<file path="src/rtl/uart_rx.sv">
`default_nettype none
// +--------------------------------------------------------------------------+
// | Module      : uart_rx (with helper wrap_around_fifo)                     |
// | Description : 16x-oversampling UART receiver feeding a receive FIFO.     |
// |               Optional even-parity frame enabled by UART_RX_PARITY_EN.   |
// | Revision    : 1.0 - initial release                                      |
// +--------------------------------------------------------------------------+

module wrap_around_fifo #(
  parameter int WIDTH = 8,
  parameter int DEPTH = 16
) (
  input  logic             clk_i,
  input  logic             rst_ni,
  input  logic             wr_en_i,
  input  logic [WIDTH-1:0] wr_data_i,
  input  logic             rd_en_i,
  output logic [WIDTH-1:0] rd_data_o,
  output logic             empty_o,
  output logic             full_o
);
  localparam int AW = (DEPTH > 1) ? $clog2(DEPTH) : 1;
  localparam int CW = $clog2(DEPTH + 1);
  localparam logic [AW-1:0] c_ADDR_LAST = AW'(DEPTH - 1);
  localparam logic [CW-1:0] c_COUNT_FULL = CW'(DEPTH);

  logic [WIDTH-1:0] r_mem [DEPTH];
  logic [AW-1:0]    r_wptr;
  logic [AW-1:0]    r_rptr;
  logic [CW-1:0]    r_count;
  logic [WIDTH-1:0] r_rd_data;
  logic             w_push;
  logic             w_pop;

  assign w_pop  = rd_en_i && (r_count != '0);
  assign w_push = wr_en_i && (r_count != c_COUNT_FULL);

  always_ff @(posedge clk_i) begin
    if (w_push) r_mem[r_wptr] <= wr_data_i;
  end

  always_ff @(posedge clk_i or negedge rst_ni) begin
    if (!rst_ni) begin
      r_wptr    <= '0;
      r_rptr    <= '0;
      r_count   <= '0;
      r_rd_data <= '0;
    end else begin
      if (w_push) r_wptr <= (r_wptr == c_ADDR_LAST) ? '0 : r_wptr + 1'b1;
      if (w_pop) begin
        r_rptr    <= (r_rptr == c_ADDR_LAST) ? '0 : r_rptr + 1'b1;
        r_rd_data <= r_mem[r_rptr];
      end
      case ({w_push, w_pop})
        2'b10:   r_count <= r_count + 1'b1;
        2'b01:   r_count <= r_count - 1'b1;
        default: r_count <= r_count;
      endcase
    end
  end

  assign rd_data_o = r_rd_data;
  assign empty_o   = (r_count == '0);
  assign full_o    = (r_count == c_COUNT_FULL);
endmodule

module uart_rx #(
  parameter int CLK_FREQ   = 50_000_000,
  parameter int BAUD_RATE  = 115_200,
  parameter int DATA_WIDTH = 8,
  parameter int FIFO_DEPTH = 16,
  parameter int OVERSAMPLE = 16
) (
  input  logic                  clk_i,
  input  logic                  rst_ni,
  input  logic                  rx_en_i,
  input  logic                  rx_bit_i,
  input  logic                  rx_ren_i,
  output logic [DATA_WIDTH-1:0] dout_o,
  output logic                  empty_o,
  output logic                  full_o,
  output logic                  frame_err_o,
  output logic                  overrun_o
`ifdef UART_RX_PARITY_EN
  ,
  output logic                  parity_err_o
`endif
);
  localparam int TICK_DIV = CLK_FREQ / (BAUD_RATE * OVERSAMPLE);
  localparam int TW = (TICK_DIV > 1) ? $clog2(TICK_DIV) : 1;
  localparam int SW = $clog2(OVERSAMPLE);
  localparam int BW = $clog2(DATA_WIDTH);

  localparam logic [TW-1:0] c_TICK_LAST   = TW'(TICK_DIV - 1);
  localparam logic [SW-1:0] c_SAMPLE_HALF = SW'(OVERSAMPLE / 2 - 1);
  localparam logic [SW-1:0] c_SAMPLE_LAST = SW'(OVERSAMPLE - 1);
  localparam logic [BW-1:0] c_BIT_LAST    = BW'(DATA_WIDTH - 1);

  localparam logic [2:0] c_IDLE   = 3'd0;
  localparam logic [2:0] c_START  = 3'd1;
  localparam logic [2:0] c_DATA   = 3'd2;
  localparam logic [2:0] c_STOP   = 3'd3;
`ifdef UART_RX_PARITY_EN
  localparam logic [2:0] c_PARITY = 3'd4;
`endif

  logic [2:0]            r_state;
  logic [1:0]            r_sync;
  logic                  r_rx_prev;
  logic [TW-1:0]         r_tick_cnt;
  logic [SW-1:0]         r_sample_cnt;
  logic [BW-1:0]         r_bit_cnt;
  logic [DATA_WIDTH-1:0] r_shift;
  logic                  r_frame_err;
  logic                  r_overrun;
  logic                  w_rx_s;
  logic                  w_tick;
  logic                  w_mid_bit;
  logic                  w_stop_mid;
  logic                  w_wr;
  logic                  w_full;
  logic                  w_par_bad;

`ifdef UART_RX_PARITY_EN
  logic r_par;
  logic r_parity_err;
  assign w_par_bad    = ^{r_shift, r_par};
  assign parity_err_o = r_parity_err;
`else
  assign w_par_bad = 1'b0;
`endif

  assign w_rx_s     = r_sync[1];
  assign w_tick     = (r_state != c_IDLE) && (r_tick_cnt == c_TICK_LAST);
  assign w_mid_bit  = w_tick && (r_sample_cnt == c_SAMPLE_LAST);
  assign w_stop_mid = (r_state == c_STOP) && w_mid_bit;
  assign w_wr       = w_stop_mid && w_rx_s && !w_par_bad && !w_full;

  always_ff @(posedge clk_i or negedge rst_ni) begin
    if (!rst_ni) begin
      r_state      <= c_IDLE;
      r_sync       <= 2'b11;
      r_rx_prev    <= 1'b1;
      r_tick_cnt   <= '0;
      r_sample_cnt <= '0;
      r_bit_cnt    <= '0;
      r_shift      <= '0;
      r_frame_err  <= 1'b0;
      r_overrun    <= 1'b0;
`ifdef UART_RX_PARITY_EN
      r_par        <= 1'b0;
      r_parity_err <= 1'b0;
`endif
    end else begin
      r_sync      <= {r_sync[0], rx_bit_i};
      r_rx_prev   <= w_rx_s;
      r_frame_err <= 1'b0;
      r_overrun   <= 1'b0;
`ifdef UART_RX_PARITY_EN
      r_parity_err <= 1'b0;
`endif
      if (r_state == c_IDLE || w_tick) r_tick_cnt <= '0;
      else                             r_tick_cnt <= r_tick_cnt + 1'b1;

      case (r_state)
        c_IDLE: begin
          if (rx_en_i && r_rx_prev && !w_rx_s) begin
            r_state      <= c_START;
            r_sample_cnt <= '0;
          end
        end
        c_START: begin
          if (w_tick) begin
            if (r_sample_cnt == c_SAMPLE_HALF) begin
              r_sample_cnt <= '0;
              r_bit_cnt    <= '0;
              r_state      <= w_rx_s ? c_IDLE : c_DATA;
            end else begin
              r_sample_cnt <= r_sample_cnt + 1'b1;
            end
          end
        end
        c_DATA: begin
          if (w_mid_bit) begin
            r_sample_cnt <= '0;
            r_shift      <= {w_rx_s, r_shift[DATA_WIDTH-1:1]};
            if (r_bit_cnt == c_BIT_LAST) begin
`ifdef UART_RX_PARITY_EN
              r_state <= c_PARITY;
`else
              r_state <= c_STOP;
`endif
            end else begin
              r_bit_cnt <= r_bit_cnt + 1'b1;
            end
          end else if (w_tick) begin
            r_sample_cnt <= r_sample_cnt + 1'b1;
          end
        end
`ifdef UART_RX_PARITY_EN
        c_PARITY: begin
          if (w_mid_bit) begin
            r_sample_cnt <= '0;
            r_par        <= w_rx_s;
            r_state      <= c_STOP;
          end else if (w_tick) begin
            r_sample_cnt <= r_sample_cnt + 1'b1;
          end
        end
`endif
        c_STOP: begin
          // Leaving at mid stop bit lets the next start edge be caught early.
          if (w_mid_bit) begin
            r_sample_cnt <= '0;
            r_state      <= c_IDLE;
            if (!w_rx_s) r_frame_err <= 1'b1;
`ifdef UART_RX_PARITY_EN
            else if (w_par_bad) r_parity_err <= 1'b1;
`endif
            else if (w_full) r_overrun <= 1'b1;
          end else if (w_tick) begin
            r_sample_cnt <= r_sample_cnt + 1'b1;
          end
        end
        default: r_state <= c_IDLE;
      endcase
    end
  end

  wrap_around_fifo #(
    .WIDTH (DATA_WIDTH),
    .DEPTH (FIFO_DEPTH)
  ) u_fifo (
    .clk_i     (clk_i),
    .rst_ni    (rst_ni),
    .wr_en_i   (w_wr),
    .wr_data_i (r_shift),
    .rd_en_i   (rx_ren_i),
    .rd_data_o (dout_o),
    .empty_o   (empty_o),
    .full_o    (w_full)
  );

  assign full_o      = w_full;
  assign frame_err_o = r_frame_err;
  assign overrun_o   = r_overrun;
endmodule

`default_nettype wire
</file>
<file path="config.mk">
export PLATFORM = sky130hd
export DESIGN_NAME = uart_rx
export DESIGN_NICKNAME = d
export VERILOG_FILES = /design/src/rtl/uart_rx.sv
export SDC_FILE = /design/constraint.sdc
export NUM_CORES = 1
export LEC_CHECK = 0
export BUFFER_PORTS_ARGS = -buffer_cell sky130_fd_sc_hd__buf_2
export CORE_ASPECT_RATIO = 1.2
export CORE_MARGIN = 4
export CORE_UTILIZATION = 60
export DETAILED_ROUTE_END_ITERATION = 10
export GPL_ROUTABILITY_DRIVEN = 0
export GPL_TIMING_DRIVEN = 0
export PLACE_DENSITY_LB_ADDON = 0.15
export SETUP_SLACK_MARGIN = 0.02
export SYNTH_ARGS = -nofsm -noshare
export SYNTH_HDL_FRONTEND = slang
export SYNTH_SLANG_ARGS = --single-unit
</file>
<file path="constraint.sdc">
create_clock -name clk_i -period 3.63 [get_ports clk_i]
set_input_delay 0.726 -clock clk_i [delete_from_list [all_inputs] [get_ports clk_i]]
set_output_delay 0.726 -clock clk_i [all_outputs]
set_load 0.05 [all_outputs]
</file>
==> run metrics, run 1 <==
CTS H-Tree Depth 4; share of synthesized area occupied by flip-flops and latches 70.08%; count of antenna-violating nets left after detailed routing 0; distinct cell type count of the synthesized netlist 50; Cells after Synth 427; initial core utilization 61.71%; ratio of cells with drive above 1 in the final layout 23.16%; Buffers on Ports 16; number of antenna violations at the first check in global routing 0; share of synthesized flip-flops with an asynchronous set or reset 27.27%; P_leak 2.593 nW; number of top-level pins 17; shortest clock period the worst path allows after layout 3.203 ns; total nets after synthesis 447; post-layout net count 482; launch point of the worst path u_fifo.r_count[0]$_DFFE_PN0P_; final design utilization 69.21%; cell count after placement 600; DRC violation count after routing 0; Cell Pwr Density 607.6 mW/mm2; Synth area leaders sky130_fd_sc_hd__edfxtp_1 53%, sky130_fd_sc_hd__dfrtp_1 16%, sky130_fd_sc_hd__mux4_2 10%, sky130_fd_sc_hd__ha_1 2.4%, sky130_fd_sc_hd__nand2_1 2.3%; Yosys reg bits 176; overall power of the completed layout 4.909 mW; normalized max-slew margin 17.15%; hold buffer count at cts 0; relative contribution of sequential cells to total power 46.4%; clock slew at reported path FFs 0.06 ns; via/cell ratio 5.877; reg-to-reg endpoint u_fifo.r_count[4]$_DFFE_PN0P_; worst hold path type flop to flop; largest incremental delay on the critical path 0.57 ns; number of pins exceeding their max-slew limit in the final report 0; critical path data required time 3.93 ns; Die Height 128.0 um; post-CTS repair timing setup buffer count 0; length of the first detailed-routing pass in iterations 6; total inserted antenna cells 0; source-to-sink clock delay at the later pin of the worst-skew pair 0.41 ns; RSZ-0062 raised after global routing no; critical path data arrival time 3.50 ns; Yosys warning total 0; Max Fclk 0.3122 GHz; fill cell count 786; power share of the combinational group 17.1%; remaining global-route overflow 0; Critical path buffers and inverters 1; via count of the first global-routing pass 3911; commonest non-fill, non-tap cells in the layout 128 x sky130_fd_sc_hd__edfxtp_1, 45 x sky130_fd_sc_hd__dfrtp_1, 44 x sky130_fd_sc_hd__nand2_1; slowest cell on the critical path sky130_fd_sc_hd__or4_1; kind of launch point of the worst setup path flop; most prevalent standard cell on the critical path sky130_fd_sc_hd__xor2_1; Worst Hold Depth 0; worst vdd ir 0.4172 mV; root buf cell sky130_fd_sc_hd__clkbuf_16; Avg Synthesized Cell Area 16.87 um2; largest net degree at the start of global routing 49; P&R area growth vs syn 12.16%; Min-Delay Startpoint r_sync[0]$_DFF_PN1_; type of the worst setup path flop to flop; top-area cell type share of the netlist area 53.35%; total routed wirelength 12920 um; TritonCTS Sinks 176; count of cells resized by post-cts repair 0; reported max-cap violation count 0; Register-to-Register Setup Slack 0.43 ns; worst-path maximum fanout 5; post-route fraction of the period consumed by the critical path 88.23%; cell internal power dissipation 3.629 mW; clock buffer count from CTS 17; maximum clock path buffer count 2; DIE AREA 0.01383 mm2; wire length of the first global-routing pass 21120 um; total global routing track utilization 20.85%; cell count of the worst reg-to-reg path 10; standard-cell row count 43; total via count in the routed design 3714; Top delay family on crit path adder cells; primary flip-flop cell chosen by synthesis mapping sky130_fd_sc_hd__edfxtp_1; number of synthesized flops with an enable pin 128; clock tree from TritonCTS yes; end point of the worst hold path r_sync[1]$_DFF_PN1_; Psw 1.281 mW; share of power burned in the clock network 36.5%; type of destination of the critical path flop; Post-Place Cell Area 0.007481 mm2; dominant cell type by area after synthesis sky130_fd_sc_hd__edfxtp_1; wire length per cell after detailed routing 20.44 um; cell area after technology mapping 0.007204 mm2; final hold violation count 0; fin area 0.008080 mm2; critical path cell sequence or4_1, o21ai_1, inv_1, ha_1, fa_1, a21o_1, a21oi_1, xor2_1, nor2_1, xor2_1; non-filler cells, final 632; status finished, final reports clean; Switching Fraction 26.08%; summed negative setup slack over all endpoints 0 ns; placeable core area 0.01167 mm2; worst clock skew on the final layout 0.005938 ns; commonest non-fill, non-tap cell in the layout sky130_fd_sc_hd__edfxtp_1; hpwl dp 8725 um; Worst-Margin Slew 1.233 ns; die width 108.0 um; setup-violating endpoint count in the final report 0; Iteration-0 DRC Markers 269; worst reg2reg path startpoint u_fifo.r_count[0]$_DFFE_PN0P_
[per-stage QoR]
stage	setup slack, ns	hold slack (ns)
global route	0.2297	0.3651
global placement	0.4649	0.3456
floorplan	0.7547	0.3452
finish	0.4271	0.3558
detailed placement	0.4104	0.3468
CTS	0.3969	0.3561
[cell usage after synthesis (2+ instances only)]
cell and n:
sky130_fd_sc_hd__a21o_1 3, sky130_fd_sc_hd__a21oi_1 4, sky130_fd_sc_hd__a31oi_1 2, sky130_fd_sc_hd__a32oi_1 2
sky130_fd_sc_hd__and3_1 3, sky130_fd_sc_hd__buf_1 2, sky130_fd_sc_hd__buf_2 3, sky130_fd_sc_hd__buf_4 5
sky130_fd_sc_hd__buf_6 3, sky130_fd_sc_hd__clkbuf_1 5, sky130_fd_sc_hd__dfrtp_1 45, sky130_fd_sc_hd__dfstp_2 3
sky130_fd_sc_hd__edfxtp_1 128, sky130_fd_sc_hd__ha_1 14, sky130_fd_sc_hd__inv_1 9, sky130_fd_sc_hd__mux2_2 9
sky130_fd_sc_hd__mux2i_1 8, sky130_fd_sc_hd__mux4_2 32, sky130_fd_sc_hd__nand2_1 44, sky130_fd_sc_hd__nand2b_1 4
sky130_fd_sc_hd__nand3_1 6, sky130_fd_sc_hd__nand4_1 2, sky130_fd_sc_hd__nor2_1 24, sky130_fd_sc_hd__nor3_1 4
sky130_fd_sc_hd__o21ai_0 17, sky130_fd_sc_hd__o21ai_1 4, sky130_fd_sc_hd__o221ai_1 8, sky130_fd_sc_hd__o41ai_1 2
sky130_fd_sc_hd__or2_2 2, sky130_fd_sc_hd__xnor2_1 6, sky130_fd_sc_hd__xor2_1 5
[worst max-delay path by stage]
stage               cells after the start                       endpoint  slack, ns
floorplan                              14  u_fifo.r_count[4]$_DFFE_PN0P_       0.75
global placement                       10  u_fifo.r_count[4]$_DFFE_PN0P_       0.46
detailed placement                     14  u_fifo.r_count[4]$_DFFE_PN0P_       0.41
CTS                                    14  u_fifo.r_count[4]$_DFFE_PN0P_       0.40
global route                           14  u_fifo.r_count[4]$_DFFE_PN0P_       0.23
finish                                 10  u_fifo.r_count[4]$_DFFE_PN0P_       0.43
[layout make-up]
type,instances,area (um2),share of cell area [%]
Sequential cell,176,5049,62.48
Multi-Input combinational cell,224,2014,24.93
Clock buffer,17,425.4,5.265
Tap cell,157,196.4,2.431
Clock inverter,15,168.9,2.090
Buffer,18,112.6,1.394
Timing Repair Buffer,16,80.08,0.9910
Inverter,9,33.78,0.4181
[layer usage]
| layer | vias up | wire length [um] | global-route usage (%) |
|---|---|---|---|
| met1 | 1878 | 5347 | 28.00 |
| li1 | 1720 | - | - |
| met3 | 15 | 671 | 3.929 |
| met2 | 101 | 6642 | 34.48 |
| met5 | - | 0 | 0 |
| met4 | 0 | 260 | 7.504 |
[flip-flops by register name, indices dropped and copies added (netlist names)]
register          flops
r_rx_prev             1
u_fifo.rd_data_o      8
u_fifo.r_wptr         4
u_fifo.r_count        5
r_tick_cnt            5
u_fifo.r_rptr         4
r_state               2
r_sync                2
r_shift               8
u_fifo.r_mem        128
r_bit_cnt             3
overrun_o             1
frame_err_o           1
r_sample_cnt          4
[power groups by stage]
stage / combinational (mW) / sequential (mW) / clock [mW]
floorplan: 0.602 / 2.38 / 0
finish: 0.838 / 2.28 / 1.79
global placement: 0.836 / 2.31 / 0
detailed placement: 0.858 / 2.32 / 0
CTS: 0.856 / 2.28 / 1.82
global route: 0.924 / 2.29 / 1.92
[logic make-up (layout without fill, tap and decap cells)]
kind of cell / count (synthesis) / in the layout / synth area share [%]
flip-flops: 176 / 176 / 70.08
AND/OR/NAND/NOR: 99 / 99 / 6.704
multiplexers: 49 / 49 / 12.52
buffers and inverters: 27 / 75 / 2.032
AO/OA/AOI/OAI: 50 / 50 / 4.620
adder cells (fa/ha/maj): 15 / 15 / 2.709
XOR/XNOR: 11 / 11 / 1.337
No activity file was read; power rests on OpenSTA's default activity.
==> inputs of run 2 (changes only) <==
--- a/config.mk
+++ b/config.mk
@@ -6,7 +6,6 @@
 export NUM_CORES = 1
 export LEC_CHECK = 0
 export BUFFER_PORTS_ARGS = -buffer_cell sky130_fd_sc_hd__buf_2
-export CORE_ASPECT_RATIO = 1.2
 export CORE_MARGIN = 4
 export CORE_UTILIZATION = 60
 export DETAILED_ROUTE_END_ITERATION = 10
==> run metrics, run 2 (synthesized netlist as in run 1, its figures left out) <==
total global routing track utilization 20.75% (-0.10 points); cell internal power dissipation 3.522 mW (-2.9%); status finished, final reports clean; CTS H-Tree Depth 4 (unchanged); maximum clock path buffer count 2 (unchanged); standard-cell row count 39 (-9.3%); total routed wirelength 13270 um (+2.7%); placeable core area 0.01156 mm2 (-0.94%); fill cell count 745 (-5.2%); slowest cell on the critical path sky130_fd_sc_hd__or4_1; Die Height 117.6 um (-8.2%); via count of the first global-routing pass 3873 (-0.97%); DIE AREA 0.01383 mm2 (about the same); commonest non-fill, non-tap cell in the layout sky130_fd_sc_hd__edfxtp_1; number of top-level pins 17 (unchanged); DRC violation count after routing 0 (unchanged); Psw 1.357 mW (+5.9%); kind of launch point of the worst setup path flop; wire length per cell after detailed routing 21.44 um (+4.9%); commonest non-fill, non-tap cells in the layout 128 x sky130_fd_sc_hd__edfxtp_1, 45 x sky130_fd_sc_hd__dfrtp_1, 44 x sky130_fd_sc_hd__nand2_1; worst vdd ir 0.3828 mV (-8.2%); final hold violation count 0 (unchanged); critical path cell sequence or4_1, o21ai_1, inv_1, ha_1, fa_1, a21o_1, a21oi_1, xor2_1, nor2_1, xor2_1; Most Crowded Layer GR met2; summed negative setup slack over all endpoints 0 ns (unchanged); ratio of cells with drive above 1 in the final layout 23.74% (+0.58 points); type of destination of the critical path flop; clock buffer count from CTS 17 (unchanged); initial core utilization 62.30% (+0.59 points); post-layout net count 483 (+0.21%); Post-Place Cell Area 0.007478 mm2 (about the same); total via count in the routed design 3758 (+1.2%); P_leak 2.607 nW (+0.54%); worst-path maximum fanout 5 (unchanged); Switching Fraction 27.80% (+1.7 points); reported max-cap violation count 0 (unchanged); count of cells resized by post-cts repair 0 (unchanged); global-route met2 utilization 33.78% (-0.70 points); clock tree from TritonCTS yes; die width 117.6 um (+8.8%); Cell Pwr Density 605.8 mW/mm2 (-0.29%); remaining global-route overflow 0 (unchanged); setup-violating endpoint count in the final report 0 (unchanged); wire length of the first global-routing pass 21290 um (+0.82%); shortest clock period the worst path allows after layout 3.303 ns (+0.1005 ns); max FFs per register 128 (unchanged); register bank with the most flops u_fifo.r_mem; smallest setup slack after layout 0.3266 ns (-0.1005 ns); met1 Resource Use GR 27.18% (-0.82 points); number of antenna violations at the first check in global routing 0 (unchanged); clock slew at reported path FFs 0.07 ns (about the same); hold buffer count at cts 0 (unchanged); largest net degree at the start of global routing 49 (unchanged); count of antenna-violating nets left after detailed routing 0 (unchanged); Max Fclk 0.3027 GHz (-3.0%); type of the worst setup path flop to flop; worst hold path type flop to flop; normalized max-slew margin 25.89% (+8.7 points); global-route met3 utilization 5.766% (+1.8 points); hpwl dp 8658 um (-0.77%); P&R area growth vs syn 11.79%; TritonCTS Sinks 176 (unchanged); critical path data arrival time 3.62 ns (+0.12 ns); Iteration-0 DRC Markers 354 (+32%); largest incremental delay on the critical path 0.57 ns (about the same); critical path data required time 3.94 ns (about the same); root buf cell sky130_fd_sc_hd__clkbuf_16; number of pins exceeding their max-slew limit in the final report 0 (unchanged); post-CTS repair timing setup buffer count 0 (unchanged); Worst-Margin Slew 1.112 ns (-0.1217 ns); worst clock skew on the final layout 0.007258 ns (+0.001320 ns); most prevalent standard cell on the critical path sky130_fd_sc_hd__xor2_1; relative contribution of sequential cells to total power 46.7% (+0.3 points); worst slack at placement 0.4131 ns (+0.002655 ns); share of power burned in the clock network 35.7% (-0.8 points); Buffers on Ports 16 (unchanged); post-route fraction of the period consumed by the critical path 91.00% (+2.8 points); fin area 0.008054 mm2 (-0.33%); total inserted antenna cells 0 (unchanged); RSZ-0062 raised after global routing no; via/cell ratio 6.071 (+3.3%); length of the first detailed-routing pass in iterations 5 (-1); power share of the combinational group 17.6% (+0.5 points); source-to-sink clock delay at the later pin of the worst-skew pair 0.43 ns (+0.02 ns)
==> run 2: final timing paths <==
| check | startpoint | endpoint | slack [ns] | depth (start not counted) |
|---|---|---|---|---|
| max | u_fifo.r_count[0]$_DFFE_PN0P_ | u_fifo.r_count[4]$_DFFE_PN0P_ | 0.33 | 10 |
| min | r_sync[0]$_DFF_PN1_ | r_sync[1]$_DFF_PN1_ | 0.36 | 0 |
| max reg2reg | u_fifo.r_count[0]$_DFFE_PN0P_ | u_fifo.r_count[4]$_DFFE_PN0P_ | 0.33 | 10 |
| min reg2reg | r_sync[0]$_DFF_PN1_ | r_sync[1]$_DFF_PN1_ | 0.36 | 0 |
| max in group asynchronous | rst_ni | u_fifo.r_count[3]$_DFFE_PN0P_ | 2.43 | 1 |
| min in group asynchronous | rst_ni | u_fifo.r_rptr[2]$_DFFE_PN0P_ | 0.49 | 1 |
==> run 2: power by group through the flow <==
stage | sequential, mW | clock, mW | combinational, mW
2_1_floorplan | 2.38 | 0 | 0.602
3_3_place_gp | 2.31 | 0 | 0.850
3_5_place_dp | 2.32 | 0 | 0.875
4_1_cts | 2.28 | 1.76 | 0.874
5_1_grt | 2.29 | 1.86 | 0.942
6_report | 2.28 | 1.74 | 0.858
==> run 2: critical path, delay by kind of cell (launching register included) <==
| kind | cells | cell delay [ns] |
|---|---|---|
| compound gates | 3 | 0.73 |
| xor+xnor | 2 | 0.32 |
| fa+ha+maj | 2 | 0.79 |
| buf+inv | 1 | 0.26 |
| flops | 1 | 0.45 |
| simple gates | 2 | 0.63 |
==> run 2: stage by stage <==
step | power, mW | hold slack [ns] | instances | utilization (%)
after floorplan | 2.977 | 0.3452 | 427 | -
after global placement | 3.165 | 0.3465 | 586 | 64.54
after detailed placement | 3.196 | 0.3504 | 586 | 64.67
after CTS | 4.912 | 0.3604 | 618 | 69.60
after global routing | 5.090 | 0.3632 | 619 | 69.64
final | 4.879 | 0.3599 | 619 | 69.64
==> run 2: final cells by class <==
cell class / instances / area, um2 / share of cell area (%)
clock buffer: 18 / 439.2 / 5.453
buffer: 18 / 112.6 / 1.398
clock inverter: 14 / 131.4 / 1.631
multi-input combinational: 224 / 2024 / 25.14
sequential: 176 / 5049 / 62.68
tap: 143 / 178.9 / 2.222
inverter: 9 / 33.78 / 0.4195
timing repair buffer: 17 / 85.08 / 1.056
==> run 2: routing by layer <==
layer	vias to the layer above	wire (um)	part of all wire, %
met2	115	6872	52
met3	18	705	5.3
met5	-	0	0
met1	1901	5465	41
li1	1724	-	-
met4	0	230	1.7
==> inputs of run 3 (changes only) <==
--- a/config.mk
+++ b/config.mk
@@ -6,8 +6,10 @@
 export NUM_CORES = 1
 export LEC_CHECK = 0
 export BUFFER_PORTS_ARGS = -buffer_cell sky130_fd_sc_hd__buf_2
+export CORE_ASPECT_RATIO = 2
 export CORE_MARGIN = 4
-export CORE_UTILIZATION = 60
+export CORE_UTILIZATION = 62
+export CTS_CLUSTER_SIZE = 40
 export DETAILED_ROUTE_END_ITERATION = 10
 export GPL_ROUTABILITY_DRIVEN = 0
 export GPL_TIMING_DRIVEN = 0
==> run metrics, run 3 (synthesized netlist as in run 1, its figures left out) <==
status finished, final reports clean; RSZ-0062 raised after global routing no; register bank with the most flops u_fifo.r_mem; number of antenna violations at the first check in global routing 0 (unchanged); power share of the combinational group 17.4% (-0.2 points); relative contribution of sequential cells to total power 47.1% (+0.4 points); type of destination of the critical path flop; max FFs per register 128 (unchanged); wire length per cell after detailed routing 22.69 um (+5.8%); post-CTS repair timing setup buffer count 0 (unchanged); Critical path buffers and inverters 2 (+1); shortest clock period the worst path allows after layout 3.234 ns (-0.06893 ns); worst vdd ir 0.5158 mV (+35%); critical path data arrival time 3.26 ns (-0.36 ns); via count of the first global-routing pass 4032 (+4.1%); clock buffer count from CTS 17 (unchanged); Iteration-0 DRC Markers 329 (-7.1%); commonest non-fill, non-tap cells in the layout 128 x sky130_fd_sc_hd__edfxtp_1, 45 x sky130_fd_sc_hd__dfrtp_1, 44 x sky130_fd_sc_hd__nand2_1; ratio of cells with drive above 1 in the final layout 22.53% (-1.2 points); final hold violation count 0 (unchanged); type of the worst setup path flop to flop; total global routing track utilization 22.42% (+1.7 points); share of power burned in the clock network 35.5% (-0.2 points); CTS H-Tree Depth 4 (unchanged); Cell Pwr Density 602.6 mW/mm2 (-0.53%); reported max-cap violation count 0 (unchanged); source-to-sink clock delay at the later pin of the worst-skew pair 0.42 ns (about the same); post-route fraction of the period consumed by the critical path 89.10% (-1.9 points); setup-violating endpoint count in the final report 0 (unchanged); fill cell count 744 (-0.13%); commonest non-fill, non-tap cell in the layout sky130_fd_sc_hd__edfxtp_1; length of the first detailed-routing pass in iterations 4 (-1); standard-cell row count 55 (+41%); critical path data required time 3.65 ns (-0.29 ns); Die Height 160.4 um (+36%); die width 84.23 um (-28%); total via count in the routed design 3804 (+1.2%); DRC violation count after routing 0 (unchanged); P_leak 2.582 nW (-0.96%); initial core utilization 63.45% (+1.2 points); post-layout net count 482 (-0.21%); hpwl dp 9777 um (+13%); wire length of the first global-routing pass 22190 um (+4.2%); largest incremental delay on the critical path 1.08 ns (+0.51 ns); largest net degree at the start of global routing 49 (unchanged); worst hold path type flop to flop; root buf cell sky130_fd_sc_hd__clkbuf_16; clock slew at reported path FFs 0.06 ns (about the same); worst-path maximum fanout 10 (+5); P&R area growth vs syn 11.43%; hold buffer count at cts 0 (unchanged); cell internal power dissipation 3.537 mW (+0.41%); maximum clock path buffer count 2 (unchanged); number of pins exceeding their max-slew limit in the final report 0 (unchanged); total routed wirelength 14000 um (+5.5%); count of antenna-violating nets left after detailed routing 0 (unchanged); clock tree from TritonCTS yes; via/cell ratio 6.165 (+1.6%); area of the multi-input gates 0.002009 mm2 (-0.74%); DIE AREA 0.01351 mm2 (-2.3%); normalized max-slew margin 6.411% (-19 points); slowest cell on the critical path sky130_fd_sc_hd__nor3_1; kind of launch point of the worst setup path flop; Switching Fraction 26.89% (-0.92 points); total inserted antenna cells 0 (unchanged); TritonCTS Sinks 176 (unchanged); summed negative setup slack over all endpoints 0 ns (unchanged); smallest setup slack after layout 0.3955 ns (+0.06893 ns); worst slack at placement 0.4097 ns (-0.003356 ns); Buffers on Ports 16 (unchanged); number of top-level pins 17 (unchanged); placeable core area 0.01135 mm2 (-1.8%); Psw 1.301 mW (-4.1%); Register Area 0.005049 mm2 (unchanged); worst clock skew on the final layout 0.01122 ns (+0.003965 ns); count of cells resized by post-cts repair 0 (unchanged); critical path cell sequence inv_1, ha_1, nand4b_4, nor4_4, and3_1, buf_6, nand2_1, nor3_1; Max Fclk 0.3092 GHz (+2.1%); Worst-Margin Slew 1.393 ns (+0.2815 ns); Top delay family on crit path simple AND/OR/NAND/NOR gates; remaining global-route overflow 0 (unchanged)
-- run 3: cell count changes in the layout (fill, tap and decap cells not counted), sizes merged --
cell / change
buf: -1
clkinv: -2
inv: -1
clkbuf: +3
-- run 3: through the flow --
stage                     total power [mW]  util (%)  cell area [um2]  std cells  hold slack (ns)
after floorplan                      2.977         -             7204        427           0.3452
after global placement               3.147     65.72             7462        585           0.3462
after detailed placement             3.175     65.72             7462        585           0.3479
after CTS                            4.880     70.70             8028        617           0.3574
after global routing                 5.044     70.70             8028        617           0.3603
final                                4.838     70.70             8028        617           0.3562
-- run 3: power groups by stage --
stage               Sequential (mW)  Combinational (mW)  Clock (mW)
floorplan                      2.38               0.602           0
global placement               2.31               0.834           0
detailed placement             2.32               0.857           0
CTS                            2.28               0.859        1.74
global route                   2.29               0.915        1.84
finish                         2.28               0.841        1.72
-- run 3: routing by layer --
metal  GRT usage, %  routed length (um)  vias up
li1               -                   -     1722
met1          24.34                4701     1938
met2          41.12                8140      114
met3          3.901                 546       30
met4          11.27                 614        0
met5              0                   0        -
-- run 3: worst paths after layout --
path,startpoint,end,slack (ns),depth (start not counted)
min in group asynchronous,rst_ni,u_fifo.rd_data_o[5]$_DFFE_PN0P_,0.55,1
worst max-delay path,r_tick_cnt[0]$_DFF_PN0_,u_fifo.r_mem[0][6]$_DFFE_PP_,0.40,8
worst max register to register,r_tick_cnt[0]$_DFF_PN0_,u_fifo.r_mem[0][6]$_DFFE_PP_,0.40,8
worst min register to register,r_sync[0]$_DFF_PN1_,r_sync[1]$_DFF_PN1_,0.36,0
worst min-delay path,r_sync[0]$_DFF_PN1_,r_sync[1]$_DFF_PN1_,0.36,0
max in group asynchronous,rst_ni,u_fifo.r_wptr[2]$_DFFE_PN0P_,2.39,1
-- run 3: cell type report --
type,instances,share of cell area (%)
Clock buffer,21,5.736
Inverter,9,0.4208
Buffer,18,1.403
Sequential cell,176,62.89
Timing Repair Buffer,16,0.9975
Clock inverter,11,1.309
Tap cell,142,2.213
Multi-Input combinational cell,224,25.03
-- run 3: worst register-to-register path, cell delays in order (launching register included) --
cell,delay (ns)
sky130_fd_sc_hd__dfrtp_1,0.41
sky130_fd_sc_hd__inv_1,0.07
sky130_fd_sc_hd__ha_1,0.20
sky130_fd_sc_hd__nand4b_4,0.16
sky130_fd_sc_hd__nor4_4,0.39
sky130_fd_sc_hd__and3_1,0.23
sky130_fd_sc_hd__buf_6,0.14
sky130_fd_sc_hd__nand2_1,0.15
sky130_fd_sc_hd__nor3_1,1.09
